## config.mk

```make
export PLATFORM = sky130hd
export DESIGN_NAME = mul8_seq_ctrl
export DESIGN_NICKNAME = d
export VERILOG_FILES = /design/src/rtl/mul8_seq_ctrl.sv
export SDC_FILE = /design/constraint.sdc
export NUM_CORES = 1
export LEC_CHECK = 0
export CAP_MARGIN = 10
export CORE_ASPECT_RATIO = 0.5
export CORE_MARGIN = 5
export CORE_UTILIZATION = 30
export CTS_CLUSTER_SIZE = 30
export DETAILED_ROUTE_END_ITERATION = 16
export GPL_ROUTABILITY_DRIVEN = 0
export HOLD_SLACK_MARGIN = 0.06
export PLACE_DENSITY_LB_ADDON = 0.1
export SETUP_SLACK_MARGIN = 0.2
export SYNTH_ARGS = -nofsm -noshare
export SYNTH_HDL_FRONTEND = slang
export SYNTH_SLANG_ARGS = --single-unit
```

## constraint.sdc

```tcl
create_clock -name clk -period 3.8 [get_ports clk]
set_clock_uncertainty 0.2 [all_clocks]
set_input_delay 0.76 -clock clk [delete_from_list [all_inputs] [get_ports clk]]
set_output_delay 0.76 -clock clk [all_outputs]
set_load 0.01 [all_outputs]
```

## src/rtl/mul8_seq_ctrl.sv

```systemverilog
// Sequential 8x8 multiplier controller: drives one external combinational 4x4
// sub-multiplier over up to four quadrant passes and accumulates a saturated product.
module mul8_seq_ctrl #(
    parameter logic [7:0] QMODE = 8'b01101010,
    parameter bit         ZSKIP = 1'b1
) (
    input  logic        clk,
    input  logic        rst,
    input  logic        in_valid,
    output logic        in_ready,
    input  logic [7:0]  a,
    input  logic [7:0]  b,
    output logic        out_valid,
    input  logic        out_ready,
    output logic [15:0] prod,
    output logic        sub_en,
    output logic [3:0]  sub_a,
    output logic [3:0]  sub_b,
    output logic [1:0]  sub_sel,
    output logic [1:0]  sub_mode,
    input  logic [7:0]  sub_prod
);

    // Quadrant states carry their sub_sel code in the low two bits.
    typedef enum logic [2:0] {
        IDLE = 3'b000,
        DONE = 3'b001,
        LL   = 3'b100,
        LH   = 3'b101,
        HL   = 3'b110,
        HH   = 3'b111
    } state_t;

    state_t      state, state_nx;
    logic [7:0]  a_q, b_q;
    logic [16:0] acc, acc_nx;
    logic [15:0] prod_q;
    logic [1:0]  q;
    logic [1:0]  mode_raw;

    function automatic logic [3:0] nib(input logic [7:0] x, input logic hi);
        return hi ? x[7:4] : x[3:0];
    endfunction

    function automatic logic skip_q(input logic [7:0] x, input logic [7:0] y, input logic [1:0] qq);
        return ZSKIP && ((nib(x, qq[1]) == 4'd0) || (nib(y, qq[0]) == 4'd0));
    endfunction

    // First quadrant at or after index 'from' that is not skipped; DONE if none remain.
    function automatic state_t first_quad(input logic [7:0] x, input logic [7:0] y, input logic [2:0] from);
        state_t r;
        r = DONE;
        for (int i = 3; i >= 0; i--) begin
            if (i >= int'(from) && !skip_q(x, y, 2'(i)))
                r = state_t'({1'b1, 2'(i)});
        end
        return r;
    endfunction

    assign q        = state[1:0];
    assign mode_raw = QMODE[{q, 1'b0} +: 2];
    assign prod     = prod_q;

    always_comb begin
        state_nx  = state;
        acc_nx    = acc;
        in_ready  = 1'b0;
        out_valid = 1'b0;
        sub_en    = 1'b0;
        sub_a     = 4'd0;
        sub_b     = 4'd0;
        sub_sel   = 2'd0;
        sub_mode  = 2'd0;
        case (state)
            IDLE: begin
                in_ready = !rst;
                if (in_valid) begin
                    acc_nx   = 17'd0;
                    state_nx = first_quad(a, b, 3'd0);
                end
            end
            LL, LH, HL, HH: begin
                sub_en   = 1'b1;
                sub_sel  = q;
                sub_a    = nib(a_q, q[1]);
                sub_b    = nib(b_q, q[0]);
                sub_mode = (mode_raw == 2'b11) ? 2'b00 : mode_raw;
                case (q)
                    2'd0:    acc_nx = acc + {9'd0, sub_prod};
                    2'd3:    acc_nx = acc + {1'b0, sub_prod, 8'd0};
                    default: acc_nx = acc + {5'd0, sub_prod, 4'd0};
                endcase
                state_nx = first_quad(a_q, b_q, {1'b0, q} + 3'd1);
            end
            DONE: begin
                out_valid = 1'b1;
                if (out_ready) state_nx = IDLE;
            end
            default: state_nx = IDLE;
        endcase
    end

    always_ff @(posedge clk) begin
        if (rst) begin
            state  <= IDLE;
            acc    <= 17'd0;
            a_q    <= 8'd0;
            b_q    <= 8'd0;
            prod_q <= 16'd0;
        end else begin
            state <= state_nx;
            acc   <= acc_nx;
            if (state == IDLE && in_valid) begin
                a_q <= a;
                b_q <= b;
            end
            // prod is captured once on DONE entry so it survives the next accept.
            if (state != DONE && state_nx == DONE)
                prod_q <= acc_nx[16] ? 16'hFFFF : acc_nx[15:0];
        end
    end

endmodule

```

==> qor.txt, run 1 <==
Ys Warns - 0
largest net degree at the start of global routing - 52
Starting Density - 30.93%
H-tree level count - 2
Sw Share - 40.93%
share of post-route cells with drive strength above 1 - 13.59%
Int Pwr - 1.441 mW
RR Endpoint - prod[3]
Via Count - 3907
RSZ-0062 raised after global routing - no
Psw - 998.3 uW
Worst-Margin Slew - 0.6032 ns
Final ANT Viol Nets - 0
FF-to-FF path depth - 10
Ant. Diodes - 0
HPWL after DPL - 10040 um
Syn Area/Cell - 8.035 sq um
clk root buf - clkbuf_16
post-synthesis register bit count - 52
row cnt - 29
CP Class - input pin to register
DRT Pass-1 Iters - 5
status - finished, final reports clean
Die Area - 15740 sq um
number of synthesized flops with an enable pin - 0
worst path arrival time - 3.51 ns
syn_nets - 554
share of synthesized registers carrying an async set or reset - 0%
DRC - 0
Nets - 634
Final Hold Viols - 0
WP data required - 3.80 ns
P_leak - 1.955 nW
leading area contributor after synthesis - dfxtp_1
synth cell count leaders - nor2_1, nand2_1, dfxtp_1
register area - 1042 sq um
clock sink count - 52
vias in the first global route - 3765
hold_sp - a_q[2]
final setup vio count - 0
Skew-Pair Late Insertion Delay - 0.29 ns
drt via density - 5.251
postcts setup bufs - 0
area of the multi-input gates - 2741 sq um
crit path launch - sub_prod[6]
global-route usage over all layers - 15.99%
Syn-to-layout area delta - 29.56%
WHS - 0.2696 ns
worst min-delay path category - register to register
# IOs - 59
Seq/Total Area, Yosys - 26.28%
post-DR wirelength/cell - 17.47 um
worst-path fanout max - 6
number of max-cap violations - 0
global-route wire length before repair - 20740 um
CTS Hold Bufs - 0
share of the synthesized area in the top cell type - 26.28%
TritonCTS Buffers - 5
count leader, synth - nor2_1
Tmin final - 3.512 ns
core footprint - 12810 sq um
crit path launch type - input pin
clock buffer depth - 2
clock share of power - 19.3%
normalized max-slew margin - 59.78%
Worst-path clk slew - 0.07 ns
Syn Std Cell Area - 3961 sq um
pwr dens - 475.2 nW/um^2
part of the power in combinational logic - 50.1%
Die Wd - 172.5 um
Reg2Reg Launch Point - state[0]
fin crit share - 92.42%
Port Buf Inserts - 58
drt first-iter violations - 221
Seq pwr share - 30.6%
post-synthesis cell count - 493
GRT overflow - 0
Die Ht - 91.26 um
fill cell count - 1328
fin. max-slew vios - 0
final WL - 12990 um
crit path to - prod[15]
initial antenna violation count - 0
peak supply drop - 0.0002138 V
TritonCTS clock tree - yes
synth unique cells - 62
CP Capture Type - register
synth top area cells - dfxtp_1, ha_1, nor2_1
Total Neg Setup Slack - 0 ns
reg2reg setup slack - 0.60 ns
Fmax - 0.2848 GHz
ys flop type - dfxtp_1
area by class of cell:
class                           instances  share of cell area (%)
Clock buffer                            5                   2.438
Clock inverter                          3                  0.5363
Inverter                               15                   1.097
Multi-Input combinational cell        396                   53.41
Sequential cell                        52                   20.31
Tap cell                              170                   4.144
Timing Repair Buffer                  103                   18.06
how the worst min path moves through the flow:
stage / end / depth (start not counted)
floorplan: a_q[3] / 2
global placement: a_q[3] / 2
detailed placement: a_q[2] / 2
CTS: a_q[2] / 2
global route: a_q[3] / 2
finish: a_q[2] / 2
state kept, by name (all words and copies together), names as in the netlist:
signal	cells
state	3
a_q	8
prod	16
acc	17
b_q	8
what timing repair did:
action / in CTS / in global routing
pin swaps: 2 / 1
setup endpoints to repair: 25 / 4
resized for setup: 7 / 2
cell families (layout without fill, tap and decap cells):
logic type / after synthesis / after routing / share of synthesized area, %
AND/OR/NAND/NOR: 182 / 182 / 21.67
AO/OA/AOI/OAI: 153 / 153 / 29.53
flip-flops: 52 / 52 / 26.28
buffers and inverters: 45 / 126 / 4.864
adder cells (fa/ha/maj): 33 / 33 / 10.99
XOR/XNOR: 14 / 14 / 3.095
multiplexers: 14 / 14 / 3.569
metal layers:
layer  up-vias  part of all wire [%]  GRT usage, %
li1       1981                     -             -
met2       107                    41         23.03
met1      1812                    54         24.62
met3         7                   5.2         3.402
met5         -                     0             0
met4         0                  0.67         2.505
critical path, stage by stage:
cell and delay, ns:
clkdlybuf4s50_1 0.47, ha_1 0.36, a211o_1 0.31, or2_2 0.34
o21ai_2 0.17, buf_4 0.15, o31ai_1 0.08, a21o_1 0.16
a32o_1 0.28, buf_4 0.18, a311oi_1 0.25
per-stage QoR:
stage	power (mW)	instance area, sq um	setup slack, ns	instances	utilization [%]
after floorplan	1.479	3961	0.2455	493	-
after global placement	1.973	4964	-0.2243	736	38.75
after detailed placement	1.966	4964	-0.2598	736	38.75
after CTS	2.446	5125	0.3074	744	40.01
after global routing	2.592	5132	0.2179	744	40.07
final	2.439	5132	0.2882	744	40.07
cells in the final DEF (no fill, tap or decap), drive strengths merged, types with 8 or more instances in the layout:
cell           Yosys  layout
nor3               8       8
a21oi             36      36
xnor2             10      10
mux2i             13      13
inv               15      16
dfxtp             52      52
nand3              8       8
nor2              65      65
o21ai             16      16
buf                8      46
a211oi             9       9
a21o              11      11
a311oi            16      16
ha                30      30
nand2b             9       9
nand2             53      53
clkdlybuf4s50      0      55
power groups by stage:
| stage | Sequential [mW] | Clock (mW) | Combinational, mW |
|---|---|---|---|
| after floorplan | 0.741 | 0 | 0.738 |
| after global routing | 0.762 | 0.503 | 1.33 |
| after CTS | 0.747 | 0.480 | 1.22 |
| final | 0.747 | 0.470 | 1.22 |
| after detailed placement | 0.759 | 0 | 1.21 |
| after global placement | 0.760 | 0 | 1.21 |
No activity file was read; power rests on OpenSTA's default activity.
==> run 2, diff against run 1 <==
REMOVE_ABC_BUFFERS = 1   (was not set)
==> run 2 against run 1 <==
  * Maximum frequency up 0.77%
  * Utilization down 0.41 points
  * Combinational power about the same
  * Non-clock buffer count down 7
  * Sequential power down 3.6%
  * Sequential share of layout area up 0.19 points
  * Worst hold slack better by 0.0017 ns
  * Highest routed layer unchanged
  * Global-route usage down 0.35 points
  * Die area unchanged
  * Register-to-register slack better by 0.05 ns
  * Largest power group unchanged
  * Worst setup slack better by 0.027 ns
==> qor.txt, run 2 (synthesized netlist as in run 1, its figures left out) <==
core footprint - 12810 sq um
Fmax - 0.2869 GHz
P_leak - 1.926 nW
initial antenna violation count - 0
Pwr Total - 2.394 mW
Port Buf Inserts - 58
normalized max-slew margin - 56.55%
clk root buf - clkbuf_16
Die Area - 15740 sq um
global-route usage over all layers - 15.63%
number of max-cap violations - 0
Final WS setup - 0.3150 ns
part of the power in combinational logic - 50.5%
vias in the first global route - 3897
Psw - 965.8 uW
RSZ-0062 raised after global routing - no
Die Wd - 172.5 um
DRT Pass-1 Iters - 4
fin util - 39.66%
clock sink count - 52
Die Ht - 91.26 um
worst path arrival time - 3.49 ns
WP data required - 3.80 ns
Ant. Diodes - 0
Tmin final - 3.485 ns
Most flops, register - acc
TritonCTS Buffers - 5
global-route wire length before repair - 20450 um
WHS - 0.2714 ns
most frequent cells in the layout - nor2_1, clkdlybuf4s50_1, nand2_1
Final Hold Viols - 0
most common cell after layout, fill and taps aside - nor2_1
Worst-path clk slew - 0.07 ns
Total Neg Setup Slack - 0 ns
pwr dens - 471.3 nW/um^2
max reg flops - 17
largest net degree at the start of global routing - 52
# IOs - 59
drt first-iter violations - 189
worst-path fanout max - 17
Final ANT Viol Nets - 0
clock share of power - 19.5%
final setup vio count - 0
HPWL after DPL - 9673 um
Sw Share - 40.34%
DRC - 0
fin. max-slew vios - 0
TritonCTS clock tree - yes
post-DR wirelength/cell - 16.81 um
share of post-route cells with drive strength above 1 - 11.99%
GRT overflow - 0
peak supply drop - 0.0001985 V
Int Pwr - 1.428 mW
fin crit share - 91.71%
worst min-delay path category - register to register
pre-CTS setup slack - -0.2716 ns
Worst-Margin Slew - 0.6517 ns
crit path launch type - input pin
drt via density - 5.160
row cnt - 29
CP Class - input pin to register
status - finished, final reports clean
final WL - 12390 um
H-tree level count - 2
Via Count - 3803
CP Capture Type - register
postcts setup bufs - 0
Starting Density - 30.93%
Skew-Pair Late Insertion Delay - 0.29 ns
Syn-to-layout area delta - 28.24%
Seq pwr share - 30.1%
clock buffer depth - 2
Nets - 627
[run 2: final timing paths]
| kind | startpoint | end | slack (ns) | cells after the start |
|---|---|---|---|---|
| max | sub_prod[4] | prod[14] | 0.31 | 11 |
| min | a_q[3] | a_q[3] | 0.27 | 2 |
| max reg2reg | acc[8] | prod[14] | 0.65 | 10 |
| min reg2reg | a_q[3] | a_q[3] | 0.27 | 2 |
[run 2: metrics by stage]
step,instances,area (sq um)
floorplan,463,3825
global placement,729,4923
detailed placement,729,4923
CTS,737,5076
global route,737,5080
finish,737,5080
[run 2: cell type report]
cell class                      count  area [sq um]
Sequential cell                    52          1041
Clock buffer                        6         128.9
Multi-Input combinational cell    396          2738
Fill cell                        1337          7729
Clock inverter                      2         16.27
Inverter                           15         56.30
Timing Repair Buffer               96         887.1
Tap cell                          170         212.7
[run 2: timing repair]
action / 4_1_cts / 5_1_grt
pin swaps: 1 / 1
hold endpoints to repair: 0 / 0
endpoints found under the setup margin: 16 / 13
resized for setup: 5 / 2
hold buffers: 0 / 0
[run 2: worst max-delay path, stage by stage]
cell             delay (ns)
clkdlybuf4s50_1        0.51
ha_1                   0.28
a211o_1                0.28
or2_2                  0.35
o21ai_2                0.19
buf_4                  0.16
o31ai_1                0.08
a21o_1                 0.17
a32o_1                 0.27
buf_12                 0.17
a311oi_1               0.25
[run 2: layer usage]
metal	global-route usage [%]	part of all wire, %
met1	22.30	51
met2	25.49	44
met3	3.112	4.3
met4	1.384	0.17
met5	0	0
[run 2: power groups by stage]
stage               clock network [mW]  logic, mW  registers, mW
global placement                     0       1.21          0.734
floorplan                            0      0.680          0.753
CTS                              0.483       1.22          0.723
finish                           0.466       1.21          0.720
global route                     0.509       1.34          0.735
detailed placement                   0       1.21          0.735
==> run 3, diff against run 2 <==
CAP_MARGIN = 0   (was 10)
==> results of run 3 <==
No change in the layout: final DEF, timing and power equal those of run 2.
